File: src/rtl/frame_pos_ctr_if.sv
// Frame position counter bus: client-side controls plus the decoded position
// and strobes that the counter reports back.
interface frame_pos_ctr_if #(
  parameter int ROWS = 4,
  parameter int COLS = 1041,
  parameter int MF_W = 8
);
  localparam int ROW_W = (ROWS > 1) ? $clog2(ROWS) : 1;
  localparam int COL_W = (COLS > 1) ? $clog2(COLS) : 1;

  // Handshake: a client payload beat transfers on any cycle where valid and
  // ready are both high. In map mode ready drops on overhead columns and the
  // counter moves through them without a client beat. In demap mode valid
  // marks a received beat and ready stays low. adv tells the client that the
  // position will step at the next rising edge.
  logic             enable;
  logic             valid;
  logic             sync;
  logic [ROW_W-1:0] row;
  logic [COL_W-1:0] col;
  logic [MF_W-1:0]  mf;
  logic             adv;
  logic             ready;
  logic             oh;
  logic             sof;
  logic             eof;
  logic             sync_err;

  modport master (
    output enable, valid, sync,
    input  row, col, mf, adv, ready, oh, sof, eof, sync_err
  );

  modport slave (
    input  enable, valid, sync,
    output row, col, mf, adv, ready, oh, sof, eof, sync_err
  );
endinterface

File: src/rtl/frame_pos_ctr.sv
// Tracks (row, column, multiframe) inside a framed stream, for either
// transmit mapping (overhead columns self-advance) or receive demapping.
module frame_pos_ctr #(
  parameter int MAP_MODE = 1,
  parameter int ROWS     = 4,
  parameter int COLS     = 1041,
  parameter int OH_COLS  = 16,
  parameter int MF_W     = 8
) (
  input  logic           i_clk,
  input  logic           i_rst,
  frame_pos_ctr_if.slave bus
);
  localparam int ROW_W = (ROWS > 1) ? $clog2(ROWS) : 1;
  localparam int COL_W = (COLS > 1) ? $clog2(COLS) : 1;

  // A nonsensical geometry or mode parks every output at zero.
  localparam bit CFG_OK = ((MAP_MODE == 0) || (MAP_MODE == 1)) &&
                          (OH_COLS < COLS) && (ROWS >= 2);
  localparam bit IS_MAP = (MAP_MODE == 1);

  localparam logic [ROW_W-1:0] LAST_ROW = ROW_W'(ROWS - 1);
  localparam logic [COL_W-1:0] LAST_COL = COL_W'(COLS - 1);
  localparam logic [COL_W-1:0] OH_LIM   = COL_W'(OH_COLS);

  logic [ROW_W-1:0] row_q, row_d;
  logic [COL_W-1:0] col_q, col_d;
  logic [MF_W-1:0]  mf_q, mf_d;
  logic             sync_err_q, sync_err_d;

  logic oh, sof, eof, adv, ready, sync_hit;

  always_comb begin
    oh       = (col_q < OH_LIM);
    sof      = (row_q == '0) && (col_q == '0);
    eof      = (row_q == LAST_ROW) && (col_q == LAST_COL);
    adv      = IS_MAP ? (bus.enable & (oh | bus.valid)) : (bus.enable & bus.valid);
    ready    = IS_MAP & bus.enable & ~oh;
    sync_hit = ~IS_MAP & bus.enable & bus.valid & bus.sync;

    row_d      = row_q;
    col_d      = col_q;
    mf_d       = mf_q;
    sync_err_d = sync_hit & ~sof;

    // The sync beat itself is (0, 0), so the following beat sits at (0, 1).
    if (sync_hit) begin
      row_d = '0;
      col_d = COL_W'(1);
    end else if (adv) begin
      if (col_q == LAST_COL) begin
        col_d = '0;
        if (row_q == LAST_ROW) begin
          row_d = '0;
          mf_d  = mf_q + 1'b1;
        end else begin
          row_d = row_q + 1'b1;
        end
      end else begin
        col_d = col_q + 1'b1;
      end
    end
  end

  always_ff @(posedge i_clk) begin
    if (i_rst) begin
      row_q      <= '0;
      col_q      <= '0;
      mf_q       <= '0;
      sync_err_q <= 1'b0;
    end else begin
      row_q      <= row_d;
      col_q      <= col_d;
      mf_q       <= mf_d;
      sync_err_q <= sync_err_d;
    end
  end

  assign bus.row      = CFG_OK ? row_q : '0;
  assign bus.col      = CFG_OK ? col_q : '0;
  assign bus.mf       = CFG_OK ? mf_q  : '0;
  assign bus.adv      = CFG_OK & adv;
  assign bus.ready    = CFG_OK & ready;
  assign bus.oh       = CFG_OK & oh;
  assign bus.sof      = CFG_OK & sof;
  assign bus.eof      = CFG_OK & eof;
  assign bus.sync_err = CFG_OK & sync_err_q;
endmodule

File: src/flat_wrapper.sv
// flat-port wrapper written by rule: the top's interface ports become plain ports
module frame_pos_ctr_flat 
#(
  parameter int MAP_MODE = 1,
  parameter int ROWS     = 4,
  parameter int COLS     = 1041,
  parameter int OH_COLS  = 16,
  parameter int MF_W     = 8
)
  (i_clk, i_rst, bus_enable, bus_valid, bus_sync, bus_row, bus_col, bus_mf, bus_adv, bus_ready, bus_oh, bus_sof, bus_eof, bus_sync_err);
  frame_pos_ctr_if #(.ROWS(ROWS), .COLS(COLS), .MF_W(MF_W)) bus_i ();
  input  logic i_clk;
  input  logic i_rst;
  input wire logic [$bits(bus_i.enable)-1:0] bus_enable;
  input wire logic [$bits(bus_i.valid)-1:0] bus_valid;
  input wire logic [$bits(bus_i.sync)-1:0] bus_sync;
  output wire logic [$bits(bus_i.row)-1:0] bus_row;
  output wire logic [$bits(bus_i.col)-1:0] bus_col;
  output wire logic [$bits(bus_i.mf)-1:0] bus_mf;
  output wire logic [$bits(bus_i.adv)-1:0] bus_adv;
  output wire logic [$bits(bus_i.ready)-1:0] bus_ready;
  output wire logic [$bits(bus_i.oh)-1:0] bus_oh;
  output wire logic [$bits(bus_i.sof)-1:0] bus_sof;
  output wire logic [$bits(bus_i.eof)-1:0] bus_eof;
  output wire logic [$bits(bus_i.sync_err)-1:0] bus_sync_err;
  assign bus_i.enable = bus_enable;
  assign bus_i.valid = bus_valid;
  assign bus_i.sync = bus_sync;
  assign bus_row = bus_i.row;
  assign bus_col = bus_i.col;
  assign bus_mf = bus_i.mf;
  assign bus_adv = bus_i.adv;
  assign bus_ready = bus_i.ready;
  assign bus_oh = bus_i.oh;
  assign bus_sof = bus_i.sof;
  assign bus_eof = bus_i.eof;
  assign bus_sync_err = bus_i.sync_err;
  frame_pos_ctr #(.MAP_MODE(MAP_MODE), .ROWS(ROWS), .COLS(COLS), .OH_COLS(OH_COLS), .MF_W(MF_W)) u_core (.i_clk(i_clk), .i_rst(i_rst), .bus(bus_i));
endmodule
File: config.mk
export PLATFORM = sky130hd
export DESIGN_NAME = frame_pos_ctr_flat
export DESIGN_NICKNAME = d
export VERILOG_FILES = /design/src/rtl/frame_pos_ctr_if.sv /design/src/rtl/frame_pos_ctr.sv /design/src/flat_wrapper.sv
export SDC_FILE = /design/constraint.sdc
export NUM_CORES = 1
export LEC_CHECK = 0
export ABC_CLOCK_PERIOD_IN_PS = 2700
export BUFFER_PORTS_ARGS = -buffer_cell sky130_fd_sc_hd__buf_2
export CAP_MARGIN = 40
export CORE_MARGIN = 5
export CORE_UTILIZATION = 34
export DETAILED_ROUTE_END_ITERATION = 10
export PLACE_DENSITY = 0.6
export SETUP_SLACK_MARGIN = 0.2
export SYNTH_ARGS = -nofsm -noshare
export SYNTH_HDL_FRONTEND = slang
export SYNTH_SLANG_ARGS = --single-unit
File: constraint.sdc
create_clock -name i_clk -period 2.7 [get_ports i_clk]
set_clock_uncertainty 0.15 [all_clocks]
set_input_delay 0.54 -clock i_clk [delete_from_list [all_inputs] [get_ports i_clk]]
set_output_delay 0.54 -clock i_clk [all_outputs]
set_load 0.005 [all_outputs]
After elaboration in Yosys (flattened, before gate mapping)
Index checks and enable logic that the tools add are counted.
Storage, ports and cells
  register bits after elaboration: 21
  bits in latches: 0
  bits in writable memories: 0
  bits in read-only memories: 0
  bits of input ports: 5
  output and inout bits: 27
  word-level logic and storage cells: 21
  memories: 0
Operators by class
  $add $sub $neg: 3
  $mul: 0
  divide/modulo/power cells: 0
  order comparisons: 1
  equality and inequality tests: 2
  shift operators: 0
  mux-type cells: 2
  bitwise operators: 4
  reductions and logical operators: 6
Operators by type and width (count)
  11-bit by 1-bit adder with 11-bit output, second input constant: 1
  11-bit equality test, second input constant: 1
  11-bit zero test: 1
  11-bit by 5-bit < comparator with 1-bit output, second input constant: 1
  11-bit 2-to-1 mux: 1
  8-bit by 1-bit adder with 8-bit output, second input constant: 1
  3-bit AND reduction: 1
  2-bit by 1-bit adder with 2-bit output, second input constant: 1
  1-bit AND: 2
  2-bit equality test, second input constant: 1
  1-bit logical AND: 2
  2-bit zero test: 1
  2-bit 2-to-1 mux: 1
  2-bit AND reduction: 1
  1-bit inverter: 1
  1-bit bitwise OR: 1

Longest topological paths before layout
  word-level depth: 4
  depth in mapped cells: 7
  depth with buffers taken out: 6

Least setup slack after synthesis
Ideal clock, no wire load.
  path kind: reg-to-output
  start: reg u_core.col_q[5], in the netlist u_core.bus.col[5]
  end: out bus_sof
  data arrival time: 1.217 ns
  data required time: 2.010 ns
  path slack: 0.793 ns
  stages on the path, launching flop included: 5
  path buffers: 0
  cell sequence: dfxtp_1 nor3_4 nand2_1 nor3_1 and4_1
On the way
  cells in the longest elaborated chain, start to end: 2
Ends and longest elaborated chain
  start: declaration: line frame_pos_ctr.sv:27  | logic [COL_W-1:0] col_q, col_d;
  start signal: assignment: line frame_pos_ctr.sv:73  | col_q <= col_d;
  11-bit zero test: line frame_pos_ctr.sv:35  | sof = (row_q == '0) && (col_q == '0);
  1-bit logical AND: line frame_pos_ctr.sv:35
  end: declaration: line flat_wrapper.sv:23  | output wire logic [$bits(bus_i.sof)-1:0] bus_sof;
Every way passes these cells.

Worst setup path in the final report
Ends and elaborated chain as after synthesis.

==> out/results.md <==
| Quantity | Value |
| --- | --- |
| Worst Path Required | 2.01 ns |
| Starting Density | 35.9% |
| ANT nets after route | 0 |
| Area of the die | 4520 µm² |
| Number of buffers inserted during clock tree synthesis | 3 |
| Post-synthesis instance area | 1110 µm² |
| Synthesized netlist cell count | 131 |
| Initial antenna violation count | 0 |
| Cell types with the largest area share after synthesis | sky130_fd_sc_hd__dfxtp_1, sky130_fd_sc_hd__ha_1, sky130_fd_sc_hd__xnor2_1 |
| Post-detailed-route wirelength per cell | 12.2 µm |
| Number of I/O pins | 32 |
| Startpoint kind of the worst setup timing path | flop |
| Total global routing track utilization | 12.0% |
| Total half-perimeter wirelength after legalization and detailed placement | 1900 µm |
| Total design power | 0.522 mW |
| Final GP Congestion | 0.815 |
| Maximum number of buffers from clock root to sink | 2 |
| Result of the run | finished, final reports clean |
| Number of failing setup endpoints in the final timing report | 0 |
| Height of the die | 67.3 µm |
| Total of warnings raised by yosys | 0 |
| Die Wd | 67.3 µm |
| Crit share post-route | 86.0% |
| Per-cell via count in the routed design | 5.03 |
| Area inside the core boundary | 3100 µm² |
| Setup bufs post-CTS | 0 |
| Clock tree from TritonCTS | yes |
| Unrepaired setup endpoints after global routing | no |
| Clock edge transition at the registers on the reported setup and hold paths | 0.13 ns |
| Count of cell types in the netlist | 31 |
| Maximum number of pins on one net before global-route repair | 13 |
| Number of hold violations in the final report | 0 |
| Worst hold slack after final layout | 0.340 ns |
| Area growth from synthesis to final layout | 19.5% |
| Final antenna diode count | 0 |
| Area share of the largest cell type after synthesis | 37.7% |
| Skew-Pair Late Insertion Delay | 0.31 ns |
| Number of global-route vias before repair | 916 |
| Max Fanout on Critical Path | 7 |
| Register bit count reported by yosys | 21 |
| Number of port buffers | 29 |
| CTS H-tree lvls | 1 |
| First DRT Iteration DRCs | 73 |
| Core occupancy in the finished layout | 42.9% |
| Total Routed Length | 2500 µm |
| Setup CP Type | reg2out |
| Count of standard-cell rows | 20 |
| Clk root buf | sky130_fd_sc_hd__clkbuf_4 |
| Wire length of the first global-routing pass | 4240 µm |
| Final critical delay including setup and external delays | 2.32 ns |
| Critical path arrival | 1.63 ns |
| Mean instance size in the synthesized netlist | 8.51 µm² |
| Sink Count | 21 |
| Power per cell area | 391 nW/µm² |
| Via total after detailed routing | 1032 |
| Max VDD drop | 0.159 mV |
| Worst setup timing slack at the placement stage | 0.538 ns |
| Number of maximum-capacitance violations | 0 |
| LEAKAGE | 0.545 nW |
| Number of buffers added to fix hold violations after cts | 0 |
| Resized cells post-CTS | 0 |
| Post-synthesis sequential area ratio | 37.7% |
| Layout cell share with drive strength beyond 1 | 24.8% |
| Worst setup EP type | output port |
| Final total negative setup slack | 0 ns |
| FMAX | 431 MHz |
| Number of iterations in the first detailed-routing pass | 4 |
| Number of nets in the final layout | 172 |
| Min setup slack post-route | 0.378 ns |
| Detailed-route DRC error count | 0 |
| Count of pins over their slew limit | 0 |
| Worst hold path type | reg2reg |
| Synthesized netlist net count | 141 |
| Overflow left after global routing | 0 |
| Library cell with the largest summed area after synthesis | sky130_fd_sc_hd__dfxtp_1 |
sequential cells by signal, summed over array words and instances (netlist names):
signal and count:
u_core.bus.col 11, u_core.bus.mf 8, u_core.bus.row 2
final timing paths:
kind	from	endpoint	slack, ns	cells past startpoint
setup / recovery	u_core.bus.col[5]$_SDFFE_PP0P_	bus_sof	0.38	5
hold / removal	u_core.bus.mf[7]$_SDFFE_PP0P_	u_core.bus.mf[7]$_SDFFE_PP0P_	0.34	2
setup reg to reg	u_core.bus.col[0]$_SDFFE_PP0P_	u_core.bus.mf[3]$_SDFFE_PP0P_	0.73	6
hold reg to reg	u_core.bus.mf[7]$_SDFFE_PP0P_	u_core.bus.mf[7]$_SDFFE_PP0P_	0.34	2
Yosys cell counts:
cell type	number
sky130_fd_sc_hd__dfxtp_1	21
sky130_fd_sc_hd__nor2_1	13
sky130_fd_sc_hd__a21oi_1	10
sky130_fd_sc_hd__inv_1	10
sky130_fd_sc_hd__o21ai_0	7
sky130_fd_sc_hd__xnor2_1	7
sky130_fd_sc_hd__nand2_1	6
sky130_fd_sc_hd__nand3_1	6
sky130_fd_sc_hd__nand4_1	6
sky130_fd_sc_hd__or3_1	6
sky130_fd_sc_hd__ha_1	5
sky130_fd_sc_hd__nor3_1	5
sky130_fd_sc_hd__mux2i_1	3
sky130_fd_sc_hd__or4_1	3
sky130_fd_sc_hd__and2_1	2
sky130_fd_sc_hd__and3_1	2
sky130_fd_sc_hd__and4_1	2
sky130_fd_sc_hd__clkbuf_1	2
sky130_fd_sc_hd__nor4_1	2
sky130_fd_sc_hd__o31ai_1	2
sky130_fd_sc_hd__a41oi_2	1
sky130_fd_sc_hd__and4bb_4	1
sky130_fd_sc_hd__buf_4	1
sky130_fd_sc_hd__conb_1	1
sky130_fd_sc_hd__nand2b_1	1
sky130_fd_sc_hd__nand4_4	1
sky130_fd_sc_hd__nor2_2	1
sky130_fd_sc_hd__nor2b_1	1
sky130_fd_sc_hd__nor3_4	1
sky130_fd_sc_hd__or3_2	1
sky130_fd_sc_hd__xor2_1	1
per-layer routing:
layer / global-route usage [%] / share of wire [%] / vias up
met3: 1.66 / 3.4 / 4
met4: 5.32 / 1.4 / 0
met5: 0 / 0 / -
li1: - / - / 527
met2: 19.1 / 47 / 22
met1: 16.0 / 48 / 479
cell type report:
class	instances	area, µm²
Clock buffer	3	22.5
Tap cell	44	55.1
Inverter	10	37.5
Multi-Input combinational cell	97	647
Timing Repair Buffer	29	145
Fill cell	354	1770
Sequential cell	21	420
Clock inverter	1	5.00
logic make-up (layout without fill, tap and decap cells):
group	count (synthesis)	in the layout	synth area share, %
other	1	1	0.336
flip-flops	21	21	37.7
buffers and inverters	13	43	4.71
multiplexers	3	3	2.69
AND/OR/NAND/NOR	60	60	32.2
XOR/XNOR	8	8	6.29
AO/OA/AOI/OAI	20	20	10.4
adder cells (fa/ha/maj)	5	5	5.61
stage by stage:
| stage | cells | area, µm² |
|---|---|---|
| 2_1_floorplan | 131 | 1110 |
| 6_report | 205 | 1330 |
| 4_1_cts | 205 | 1330 |
| 5_1_grt | 205 | 1330 |
| 3_3_place_gp | 201 | 1300 |
| 3_5_place_dp | 201 | 1300 |
critical path, cell delays in order, from the launching register on:
cell and delay (ns):
sky130_fd_sc_hd__dfxtp_1 0.42, sky130_fd_sc_hd__nor3_4 0.31, sky130_fd_sc_hd__nand2_1 0.10, sky130_fd_sc_hd__nor3_2 0.17, sky130_fd_sc_hd__and4_1 0.21, sky130_fd_sc_hd__buf_2 0.11
layout by cell type, fill, tap and decap left out, drive strengths merged:
cell	count
o21ai	7
o31ai	2
nand4	7
nor2	14
clkbuf	3
and4bb	1
nor2b	1
nand2	6
xor2	1
nand3	6
or3	7
inv	10
clkinv	1
and2	2
nor4	2
conb	1
dfxtp	21
buf	29
a41oi	1
nand2b	1
ha	5
and4	2
xnor2	7
and3	2
nor3	6
a21oi	10
mux2i	3
or4	3
where the power goes:
group / switching (mW) / total, mW / leakage (nW) / internal [mW]
sequential: 0.00613 / 0.320 / 0.170 / 0.314
combinational: 0.0232 / 0.0418 / 0.358 / 0.0186
clock: 0.104 / 0.159 / 0.0177 / 0.0553
total: 0.133 / 0.522 / 0.545 / 0.388
Power figures use the tool's default switching activity.
